--- src/rtl/sipo_pkg.sv ---
// Shared types and constants for the serial-in/parallel-out frame capture block.
package sipo_pkg;

    typedef enum logic [1:0] {
        IDLE  = 2'd0,
        SHIFT = 2'd1,
        HOLD  = 2'd2
    } sipo_state_e;

    localparam logic START_BIT = 1'b1;

endpackage

--- src/rtl/sipo_shift_reg.sv ---
// Serial shift register; shift direction selects whether the first bit ends in the MSB or the LSB.
module sipo_shift_reg #(
    parameter int WIDTH     = 8,
    parameter bit MSB_FIRST = 1'b1
) (
    input  logic             clk,
    input  logic             rst,
    input  logic             shift_en,
    input  logic             bit_in,
    output logic [WIDTH-1:0] q
);

    logic [WIDTH-1:0] r_q;

    // Shift state: cleared by reset, advances only on qualified bits
    always_ff @(posedge clk) begin
        if (rst) begin
            r_q <= '0;
        end else if (shift_en) begin
            if (MSB_FIRST) begin
                r_q <= {r_q[WIDTH-2:0], bit_in};
            end else begin
                r_q <= {bit_in, r_q[WIDTH-1:1]};
            end
        end else begin
            r_q <= r_q;
        end
    end

    assign q = r_q;

endmodule

--- src/rtl/sipo_frame_capture.sv ---
// Start-bit framer: shifts WIDTH qualified bits and holds the word on a valid/ready port.
module sipo_frame_capture
    import sipo_pkg::*;
#(
    parameter int WIDTH     = 8,
    parameter bit MSB_FIRST = 1'b1
) (
    input  logic             clk,
    input  logic             rst,
    input  logic             bit_in,
    input  logic             bit_en,
    output logic [WIDTH-1:0] out_data,
    output logic             out_valid,
    input  logic             out_ready,
    output logic             busy,
    output logic             overrun
);

    localparam int             CW       = (WIDTH > 2) ? $clog2(WIDTH) : 1;
    localparam logic [CW-1:0]  LAST_CNT = CW'(WIDTH - 1);

    if (WIDTH < 2) begin : g_width_check
        $error("sipo_frame_capture: WIDTH must be >= 2");
    end

    sipo_state_e      r_state;
    sipo_state_e      w_state_next;
    logic [CW-1:0]    r_cnt;
    logic [CW-1:0]    w_cnt_next;
    logic             w_shift_en;
    logic             w_load;
    logic             w_overrun;
    logic             w_start;
    logic [WIDTH-1:0] w_q;
    logic [WIDTH-1:0] w_next_word;
    logic [WIDTH-1:0] r_data;
    logic             r_valid;
    logic             r_busy;
    logic             r_overrun;
    logic             r_prev_hold;
    logic [WIDTH-1:0] r_prev_data;

    assign w_start = bit_en & (bit_in == START_BIT);

    sipo_shift_reg #(
        .WIDTH     (WIDTH),
        .MSB_FIRST (MSB_FIRST)
    ) u_shift (
        .clk      (clk),
        .rst      (rst),
        .shift_en (w_shift_en),
        .bit_in   (bit_in),
        .q        (w_q)
    );

    // The captured word must include the bit being sampled on the final edge
    if (MSB_FIRST) begin : g_next_msb
        assign w_next_word = {w_q[WIDTH-2:0], bit_in};
    end else begin : g_next_lsb
        assign w_next_word = {bit_in, w_q[WIDTH-1:1]};
    end

    // Next-state, counter and strobe decode
    always_comb begin
        w_state_next = r_state;
        w_cnt_next   = r_cnt;
        w_shift_en   = 1'b0;
        w_load       = 1'b0;
        w_overrun    = 1'b0;
        case (r_state)
            IDLE: begin
                if (w_start) begin
                    w_state_next = SHIFT;
                    w_cnt_next   = '0;
                end else begin
                    w_state_next = IDLE;
                end
            end
            SHIFT: begin
                if (bit_en) begin
                    w_shift_en = 1'b1;
                    if (r_cnt == LAST_CNT) begin
                        w_load       = 1'b1;
                        w_state_next = HOLD;
                        w_cnt_next   = '0;
                    end else begin
                        w_cnt_next = r_cnt + {{(CW-1){1'b0}}, 1'b1};
                    end
                end else begin
                    w_state_next = SHIFT;
                end
            end
            HOLD: begin
                if (out_ready) begin
                    // A start bit coincident with acceptance begins the next frame immediately
                    if (w_start) begin
                        w_state_next = SHIFT;
                        w_cnt_next   = '0;
                    end else begin
                        w_state_next = IDLE;
                    end
                end else if (w_start) begin
                    w_overrun = 1'b1;
                end else begin
                    w_state_next = HOLD;
                end
            end
            default: begin
                w_state_next = IDLE;
                w_cnt_next   = '0;
            end
        endcase
    end

    // State, counter and registered outputs
    always_ff @(posedge clk) begin
        if (rst) begin
            r_state   <= IDLE;
            r_cnt     <= '0;
            r_data    <= '0;
            r_valid   <= 1'b0;
            r_busy    <= 1'b0;
            r_overrun <= 1'b0;
        end else begin
            r_state   <= w_state_next;
            r_cnt     <= w_cnt_next;
            r_data    <= w_load ? w_next_word : r_data;
            r_valid   <= (w_state_next == HOLD);
            r_busy    <= (w_state_next != IDLE);
            r_overrun <= w_overrun;
        end
    end

    // Remember whether the word was held unaccepted, for the stability invariant
    always_ff @(posedge clk) begin
        if (rst) begin
            r_prev_hold <= 1'b0;
            r_prev_data <= '0;
        end else begin
            r_prev_hold <= r_valid & ~out_ready;
            r_prev_data <= r_data;
        end
    end

    // Non-temporal invariants of the framer
    always @(posedge clk) begin
        if (!rst) begin
            assert final (!r_valid || (r_state == HOLD))
                else $error("out_valid outside HOLD");
            assert final (r_busy == (r_state != IDLE))
                else $error("busy inconsistent with state");
            assert final ({{(32-CW){1'b0}}, r_cnt} < WIDTH)
                else $error("bit counter out of range");
            assert final (!r_prev_hold || (r_data == r_prev_data))
                else $error("out_data changed while held");
            assert final (!r_overrun || r_valid)
                else $error("overrun without held word");
        end
    end

    assign out_data  = r_data;
    assign out_valid = r_valid;
    assign busy      = r_busy;
    assign overrun   = r_overrun;

endmodule

--- config.mk ---
export PLATFORM = sky130hd
export DESIGN_NAME = sipo_frame_capture
export DESIGN_NICKNAME = d
export VERILOG_FILES = /design/src/rtl/sipo_pkg.sv /design/src/rtl/sipo_shift_reg.sv /design/src/rtl/sipo_frame_capture.sv
export SDC_FILE = /design/constraint.sdc
export NUM_CORES = 1
export LEC_CHECK = 0
export CELL_PAD_IN_SITES_DETAIL_PLACEMENT = 1
export CELL_PAD_IN_SITES_GLOBAL_PLACEMENT = 2
export CORE_MARGIN = 1
export CORE_UTILIZATION = 30
export CTS_BUF_LIST = sky130_fd_sc_hd__clkbuf_16
export DETAILED_ROUTE_END_ITERATION = 10
export PLACE_DENSITY_LB_ADDON = 0.12
export SYNTH_ARGS = -nofsm -noshare
export SYNTH_HDL_FRONTEND = slang
export SYNTH_SLANG_ARGS = --single-unit
--- constraint.sdc ---
create_clock -name clk -period 1.7 [get_ports clk]
set_input_delay 0.34 -clock clk [delete_from_list [all_inputs] [get_ports clk]]
set_output_delay 0.34 -clock clk [all_outputs]
set_load 0.02 [all_outputs]
# After elaboration in Yosys (flattened, before gate mapping)
# Index checks and enable logic that the tools add are counted.
dict set report totals {
  reg_bits 23
  inputBits 5
}
dict set report op_classes {
  n_addsub 1
  n_eq_ne 6
  muxes 17
  n_bitwise 2
  n_reduce_logical 4
}
# cell n
set ops {}
lappend ops {{$mux 3} 4}
lappend ops {{$pmux 3 s3} 1}
lappend ops {{$mux 2} 4}
lappend ops {{$mux 1} 7}
lappend ops {{$pmux 2 s3} 1}
lappend ops {{$eq 2x2->1 const B} 2}
lappend ops {{$ne 2x2->1 const B} 2}
lappend ops {{$add 3x1->3 const B} 1}
lappend ops {{$eq 3x3->1 const B} 1}
lappend ops {{$reduce_or 3->1} 1}
lappend ops {{$eq 2x1->1 const B} 1}
lappend ops {{$logic_not 2->1} 1}
lappend ops {{$reduce_and 2->1} 1}
lappend ops {{$reduce_bool 2->1} 1}
lappend ops {{$and 1x1->1} 1}
lappend ops {{$not 1->1} 1}

# Depth between registers and ports, before layout
# Gate-level depths: netlist (run 1).
dict set report depth {
  word_depth 5
  mapped_depth 6
  ltp_nobuf 5
}

# Cells and area by module
# A second synthesis (run 1) with hierarchy kept.
dict set report hier_totals {
  cells_unflattened 93
  hier_area_um2 918.4
}
# module n_inst cells_each area_per_inst_um2 seq_area_each_um2
set modules_own_cells {}
lappend modules_own_cells {sipo_frame_capture 1 67 633.1 320.3}
lappend modules_own_cells {sipo_shift_reg 1 26 285.3 160.2}

# Worst setup path after synthesis (run 1)
# Ideal clock, no wire load.
dict set report synth_path {
  kind {register to register}
  startpoint {reg r_cnt[0]}
  endpoint {reg r_data[0], in the netlist out_data[0]}
  setup_ns 0.132
  arrival_time_ns 1.138
  path_slack_ns 0.430
  stages_incl_launch_ff 7
  path_buffers 1
  period_less_slack_ns 1.270
  cell_sequence {dfxtp_1 ha_1 ha_1 and4b_1 buf_2 nand2_1 a21oi_1}
}
dict set report synth_between {
  elab_chain_len 4
}
# item line_no
set synth_lines {}
lappend synth_lines {{start, declared} sipo_frame_capture.sv:28} ;# logic [CW-1:0] r_cnt;
lappend synth_lines {{start signal, assigned} sipo_frame_capture.sv:126} ;# r_cnt <= w_cnt_next;
lappend synth_lines {{$eq 3x3->1} sipo_frame_capture.sv:82} ;# if (r_cnt == LAST_CNT) begin
lappend synth_lines {{$mux 1} sipo_frame_capture.sv:82}
lappend synth_lines {{$mux 1} sipo_frame_capture.sv:80} ;# if (bit_en) begin
lappend synth_lines {{$mux 1} sipo_frame_capture.sv:70} ;# case (r_state)
lappend synth_lines {{end signal, assigned} sipo_frame_capture.sv:127} ;# r_data <= w_load ? w_next_word : r_data;
lappend synth_lines {{end, declared} sipo_frame_capture.sv:36} ;# logic [WIDTH-1:0] r_data;
# No other way between the ends.
# A chain may end at the register's enable or synchronous reset.

# Worst setup path in the final report (run 1)
dict set report layout_path {
  startpoint {reg r_data[1], in the netlist out_data[1]}
  endpoint {out out_data[1]}
}
# item line_no
set layout_lines {}
lappend layout_lines {{end, declared} sipo_frame_capture.sv:12} ;# output logic [WIDTH-1:0] out_data,
# No word-level cell between the ends.

==> results.cfg, run 1 <==
[clock_network]
clock_path_buffers = 2
cts-buffers-inserted = 3
clock-sinks = 23
post-cts-setup-buffers = 0
postCtsHoldBufs = 0
clk_transition_reported_paths_ps = 60
clock_tree_from_tritoncts = built
postcts_resize_cnt = 0
cts-root-buf = sky130_fd_sc_hd__clkbuf_16
clock_latency_ps = 250
htreeDepth = 1

[grt]
aggregate_global_routing_overflow = 0
grt_first_pass_wirelength_mm = 3.01
number_of_global_route_vias_before_repair = 653
maximum_number_of_pins_on_one_net_before_global_route_repair = 13
global_route.usage.total_pct = 12.7
initial_antenna_violation_count = 0

[finish]
final-seq-area_sq_um = 460
num-nets-final = 117
mostFrequentLayoutCells = 23 x sky130_fd_sc_hd__dfxtp_1, 17 x sky130_fd_sc_hd__nand2_1, 15 x sky130_fd_sc_hd__clkdlybuf4s50_1
fillCellCount = 314
final_layout_size_suffix_gt1_share_pct = 8.26
num_antenna_cells = 0
final_area_sq_mm = 0.00114
flow.area_growth_from_synthesis_pct = 31.2
mostFrequentLayoutCell = sky130_fd_sc_hd__dfxtp_1
multiInputGateArea_sq_um = 375

[synth]
synthesis.instances = 91
netlist.top_cell.by_area = sky130_fd_sc_hd__dfxtp_1
synth-edff-count = 0
synth_largest_type_area_fraction_pct = 52.9
asyncSetResetFlopFracSynth_pct = 0
yosysWarnings = 0
most_area_consuming_cells_after_synthesis = sky130_fd_sc_hd__dfxtp_1 53%, sky130_fd_sc_hd__mux2i_1 8.1%, sky130_fd_sc_hd__nand2_1 7.3%
number_of_unique_standard_cell_types_used_by_synthesis = 19
syn-cell-area_sq_um = 870
post_synth.cell_area_avg_sq_um = 9.56
synth_seq_area_share_pct = 52.9
flop_and_latch_count_out_of_synthesis = 23
net_count_synth = 98
yosys_most_used_dff = sky130_fd_sc_hd__dfxtp_1

[power_and_ir_drop]
max-vdd-ir-drop_mv = 0.786
power_density_mw_per_mm2 = 967
power.leakage_nw = 0.470
total_power_mw = 1.10

[critical_path]
worst-r2r-cell-count = 5
worst-path-max-fanout = 2
worstPathCellList = clkdlybuf4s50_1
cp_slowest_stage_delay_ps = 620
cp_slowest_cell = sky130_fd_sc_hd__clkdlybuf4s50_1
regToRegStartpoint = r_cnt[0]$_SDFFE_PP0P_
crit_buf_inv = 1
setup.worst_path.start_class = flip-flop
worst-setup-path-type = reg -> out
crit_required_ps = 1360
timing.critical_path.to_type = primary output
worst_r2r_endpoint = out_data[1]$_SDFFE_PP0P_
worst_path_dominant_cell_family = buffers and inverters
worst-endpoint-arrival_ps = 1230
r2r_slack_ps = 230

[die]
die_y_microns = 55.8
core-area_sq_mm = 0.00276
fp.dieArea_sq_mm = 0.00312
io_pins = 16
initial_cell_density_of_the_core_pct = 31.5
die_width_microns = 55.8
fp-row-count = 19

[sta]
fin_skew_ps = 1.21
report.final.hold_viol_count = 0
min_period_ps = 1570
worstMarginPinSlew_ps = 332
timing.max_slew.rel_slack_pct = 77.9
post-route-period-util_pct = 92.3
grt_setup_unrepaired = no
setup_viol_count_final = 0
max_freq_mhz = 638
postLayoutSetupSlackWorst_ps = 132
final_max_slew_viol_count = 0

[min_path]
worstHoldPathCells = 2
hold_crit_path_type = reg -> reg
worst_hold_startpoint = u_shift.q[6]$_SDFFE_PP0P_
min_delay_worst_endpoint = out_data[7]$_SDFFE_PP0P_

[placement]
dp_slack_ps = -41.9
routabilityCongestion = 0.677
hpwl_mm = 1.24
place_area_sq_mm = 0.00106
placement.io_buffers = 15

[routing]
dr.first_iter.drc_count = 13
drcViolationCount = 0
route.antenna.remaining_nets = 0
wl_per_cell_microns = 12.5
detailedRoute.firstPassIterationCount = 4
dr_total_vias = 666
routed_via_density = 4.76
routed_wl_mm = 1.75

[run_status]
status = finished, final reports clean

[flow_run]
max-cap-violations = 0
-- per-stage QoR --
stage / hold WS [ps] / instances / setup TNS, ps / util [%]
final: 453 / 140 / 0 / 41.4
after global routing: 478 / 140 / 0 / 41.4
after CTS: 458 / 140 / 0 / 41.4
after detailed placement: 448 / 136 / -103 / 38.5
after global placement: 442 / 136 / 0 / 38.5
after floorplan: 432 / 91 / 0 / -
-- cells by family (layout without fill, tap and decap cells) --
logic type	Yosys count	count (layout)	share of synthesized area, %
AOI/OAI and AO/OA	18	18	14.0
adders and majority gates	2	2	2.88
DFF	23	23	52.9
buffers and inverters	6	24	3.88
and+or+nand+nor	35	35	18.3
muxes	7	7	8.06
-- state kept, by name, indices dropped and copies added (netlist names) --
register,cells
out_data,8
r_cnt,3
u_shift.q,7
overrun,1
out_valid,1
busy,1
r_state,2
-- power breakdown --
group | internal [mW] | leakage (nW) | switching (mW)
Combinational | 0.0285 | 0.242 | 0.0280
Sequential | 0.545 | 0.186 | 0.00575
Clock | 0.314 | 0.0423 | 0.183
Total | 0.887 | 0.470 | 0.217
-- Yosys cell counts (2+ instances only) --
cell and number:
sky130_fd_sc_hd__a22o_1 3, sky130_fd_sc_hd__o21a_1 2, sky130_fd_sc_hd__ha_1 2, sky130_fd_sc_hd__nor2_1 11, sky130_fd_sc_hd__nand2b_1 2, sky130_fd_sc_hd__buf_2 3
sky130_fd_sc_hd__a21oi_1 10, sky130_fd_sc_hd__nand2_1 17, sky130_fd_sc_hd__clkbuf_1 2, sky130_fd_sc_hd__dfxtp_1 23, sky130_fd_sc_hd__a21o_1 2, sky130_fd_sc_hd__mux2i_1 7
-- final cells by class --
class	count	share of cell area, %
clock buffers	3	6.58
clock inverters	1	0.329
multi-input cells	62	32.9
flip-flops and latches	23	40.4
well taps	31	3.40
repair buffers	20	16.4
-- worst max path at each step --
stage	startpoint	end	slack (ps)	depth (start not counted)
after global routing	out_data[1]$_SDFFE_PP0P_	out_data[1]	80	1
after detailed placement	bit_en	r_cnt[1]$_SDFFE_PP0P_	-40	4
after CTS	out_data[1]$_SDFFE_PP0P_	out_data[1]	120	1
final	out_data[1]$_SDFFE_PP0P_	out_data[1]	130	1
after global placement	bit_en	r_cnt[2]$_SDFFE_PP0P_	20	4
after floorplan	r_cnt[0]$_SDFFE_PP0P_	out_data[0]$_SDFFE_PP0P_	430	6
-- per-layer routing --
| metal | track usage, % | wire length (microns) |
|---|---|---|
| met1 | 16.9 | 900 |
| met2 | 19.4 | 757 |
| met3 | 4.42 | 74 |
| met4 | 4.18 | 16 |
| met5 | 0 | 0 |
Power figures use the tool's default switching activity.
==> run 2: changes to the inputs <==
--- a/config.mk
+++ b/config.mk
@@ -7,6 +7,7 @@
 export LEC_CHECK = 0
 export CELL_PAD_IN_SITES_DETAIL_PLACEMENT = 1
 export CELL_PAD_IN_SITES_GLOBAL_PLACEMENT = 2
+export CORE_ASPECT_RATIO = 0.9
 export CORE_MARGIN = 1
 export CORE_UTILIZATION = 30
 export CTS_BUF_LIST = sky130_fd_sc_hd__clkbuf_16
==> run 2 against run 1 <==
  * Fmax up 3.2%
  * Clock power fell by 1%
  * Hold slack worse by 2.3 ps
  * Worst setup slack gained 48 ps
  * Critical path depth unchanged
  * Combinational power down 3%
  * Die area about the same
  * Non-clock buffer count up 1
  * Sequential share of layout area shrank 0.65 points
  * Critical path type unchanged
  * Critical endpoint unchanged
  * Highest routed layer unchanged
==> results.cfg, run 2 (synthesis gave the netlist of run 1 again) <==
[run_status]
status = finished, final reports clean

[sta]
fin_skew_ps = 1.45
final_max_slew_viol_count = 0
finalHoldWorstSlack_ps = 450
max_freq_mhz = 658
postLayoutSetupSlackWorst_ps = 180
post-route-period-util_pct = 89.4
worstMarginPinSlew_ps = 341
setup_viol_count_final = 0
grt_setup_unrepaired = no
min_period_ps = 1520
timing.max_slew.rel_slack_pct = 77.3
report.final.hold_viol_count = 0

[grt]
initial_antenna_violation_count = 0
grt_first_pass_wirelength_mm = 2.92
maximum_number_of_pins_on_one_net_before_global_route_repair = 13
number_of_global_route_vias_before_repair = 618
aggregate_global_routing_overflow = 0
global_route.usage.total_pct = 13.3

[routing]
drcViolationCount = 0
dr_total_vias = 653
detailedRoute.firstPassIterationCount = 2
route.antenna.remaining_nets = 0
routed_wl_mm = 1.76
wl_per_cell_microns = 11.7
dr.first_iter.drc_count = 12
routed_via_density = 4.35

[finish]
num-nets-final = 118
fillCellCount = 326
mostFrequentLayoutCell = sky130_fd_sc_hd__dfxtp_1
multiInputGateArea_sq_um = 375
final_core_utilization_pct = 42.2
final-seq-area_sq_um = 460
mostFrequentLayoutCells = 23 x sky130_fd_sc_hd__dfxtp_1, 17 x sky130_fd_sc_hd__nand2_1, 15 x sky130_fd_sc_hd__clkdlybuf4s50_1
num_antenna_cells = 0
number_of_flip_flops_under_the_largest_register_name = 8
flow.area_growth_from_synthesis_pct = 33.4
final_layout_size_suffix_gt1_share_pct = 9.09

[critical_path]
worst-endpoint-arrival_ps = 1180
crit_buf_inv = 1
cp_slowest_cell = sky130_fd_sc_hd__clkdlybuf4s50_1
worst-setup-path-type = reg -> out
regToRegStartpoint = r_cnt[0]$_SDFFE_PP0P_
setup.worst_path.start_class = flip-flop
worstPathCellList = clkdlybuf4s50_1
cp_slowest_stage_delay_ps = 600
worst_r2r_endpoint = out_data[0]$_SDFFE_PP0P_
worst-r2r-cell-count = 6
crit_required_ps = 1360
timing.critical_path.to_type = primary output
r2r_slack_ps = 340
worst_path_dominant_cell_family = buffers and inverters
worst-path-max-fanout = 2

[clock_network]
postCtsHoldBufs = 0
htreeDepth = 1
postcts_resize_cnt = 0
clock_tree_from_tritoncts = built
clock_latency_ps = 250
clock_path_buffers = 2
cts-root-buf = sky130_fd_sc_hd__clkbuf_16
clk_transition_reported_paths_ps = 60
post-cts-setup-buffers = 0
cts-buffers-inserted = 3
clock-sinks = 23

[power_and_ir_drop]
sequential_share_of_power_pct = 50.3
power_density_mw_per_mm2 = 945
power.switching_mw = 0.211
internal_power_mw = 0.885
p_clk_share_pct = 44.8
max-vdd-ir-drop_mv = 0.735
pwr-share-comb_pct = 5.0
power.leakage_nw = 0.475
switching_share_pct = 19.3

[placement]
routabilityCongestion = 0.708
placement.io_buffers = 15
hpwl_mm = 1.31
dp_slack_ps = -13.9

[min_path]
hold_crit_path_type = reg -> reg
worstHoldPathCells = 2
worst_hold_startpoint = out_data[7]$_SDFFE_PP0P_
min_delay_worst_endpoint = out_data[7]$_SDFFE_PP0P_

[die]
initial_cell_density_of_the_core_pct = 31.6
fp-row-count = 18
die_width_microns = 58.8
fp.dieArea_sq_mm = 0.00312
core-area_sq_mm = 0.00275
die_y_microns = 53.1
io_pins = 16

[flow_run]
max-cap-violations = 0
-- run 2: changes by cell type in the layout (fill, tap and decap cells not counted), sizes merged --
cell / delta
buf: +1
-- run 2: metrics by stage --
stage	instance area (sq um)	total power, mW	cells	TNS, ps
finish	1160	1.10	150	0
global route	1160	1.14	150	0
CTS	1160	1.11	150	0
detailed placement	1080	0.618	146	-26.1
global placement	1080	0.617	146	0
floorplan	870	0.596	91	0
-- run 2: worst max path at each step --
| stage | startpoint | end | slack (ps) | cells past startpoint |
|---|---|---|---|---|
| after global placement | bit_en | r_cnt[1]$_SDFFE_PP0P_ | 30 | 4 |
| after detailed placement | bit_en | r_cnt[1]$_SDFFE_PP0P_ | -10 | 4 |
| after floorplan | r_cnt[0]$_SDFFE_PP0P_ | out_data[0]$_SDFFE_PP0P_ | 430 | 6 |
| final | out_data[1]$_SDFFE_PP0P_ | out_data[1] | 180 | 1 |
| after global routing | out_data[1]$_SDFFE_PP0P_ | out_data[1] | 140 | 1 |
| after CTS | out_data[1]$_SDFFE_PP0P_ | out_data[1] | 170 | 1 |
-- run 2: layout make-up --
class,count,share of cell area (%)
tap,40,4.32
clock buffer,3,6.47
sequential,23,39.7
clock inverter,1,0.324
timing repair buffer,21,16.8
multi-input combinational,62,32.4
-- run 2: metal layers --
| layer | GRT usage (%) | vias up | routed length (microns) |
|---|---|---|---|
| met1 | 17.5 | 292 | 935 |
| met4 | 4.76 | 0 | 10 |
| met3 | 5.13 | 2 | 56 |
| met2 | 19.5 | 11 | 756 |
| met5 | 0 | - | 0 |
| li1 | - | 348 | - |
-- run 2: tightest hold or removal path: stages, from the launching register on --
cell	delay (ps)
sky130_fd_sc_hd__dfxtp_1	300
sky130_fd_sc_hd__nand2_1	50
sky130_fd_sc_hd__a21oi_1	50
-- run 2: power groups by stage --
stage | sequential [mW] | combinational, mW | clock, mW
3_5_place_dp | 0.563 | 0.0551 | 0
4_1_cts | 0.551 | 0.0554 | 0.508
5_1_grt | 0.552 | 0.0598 | 0.524
3_3_place_gp | 0.563 | 0.0543 | 0
6_report | 0.551 | 0.0548 | 0.491
2_1_floorplan | 0.561 | 0.0348 | 0
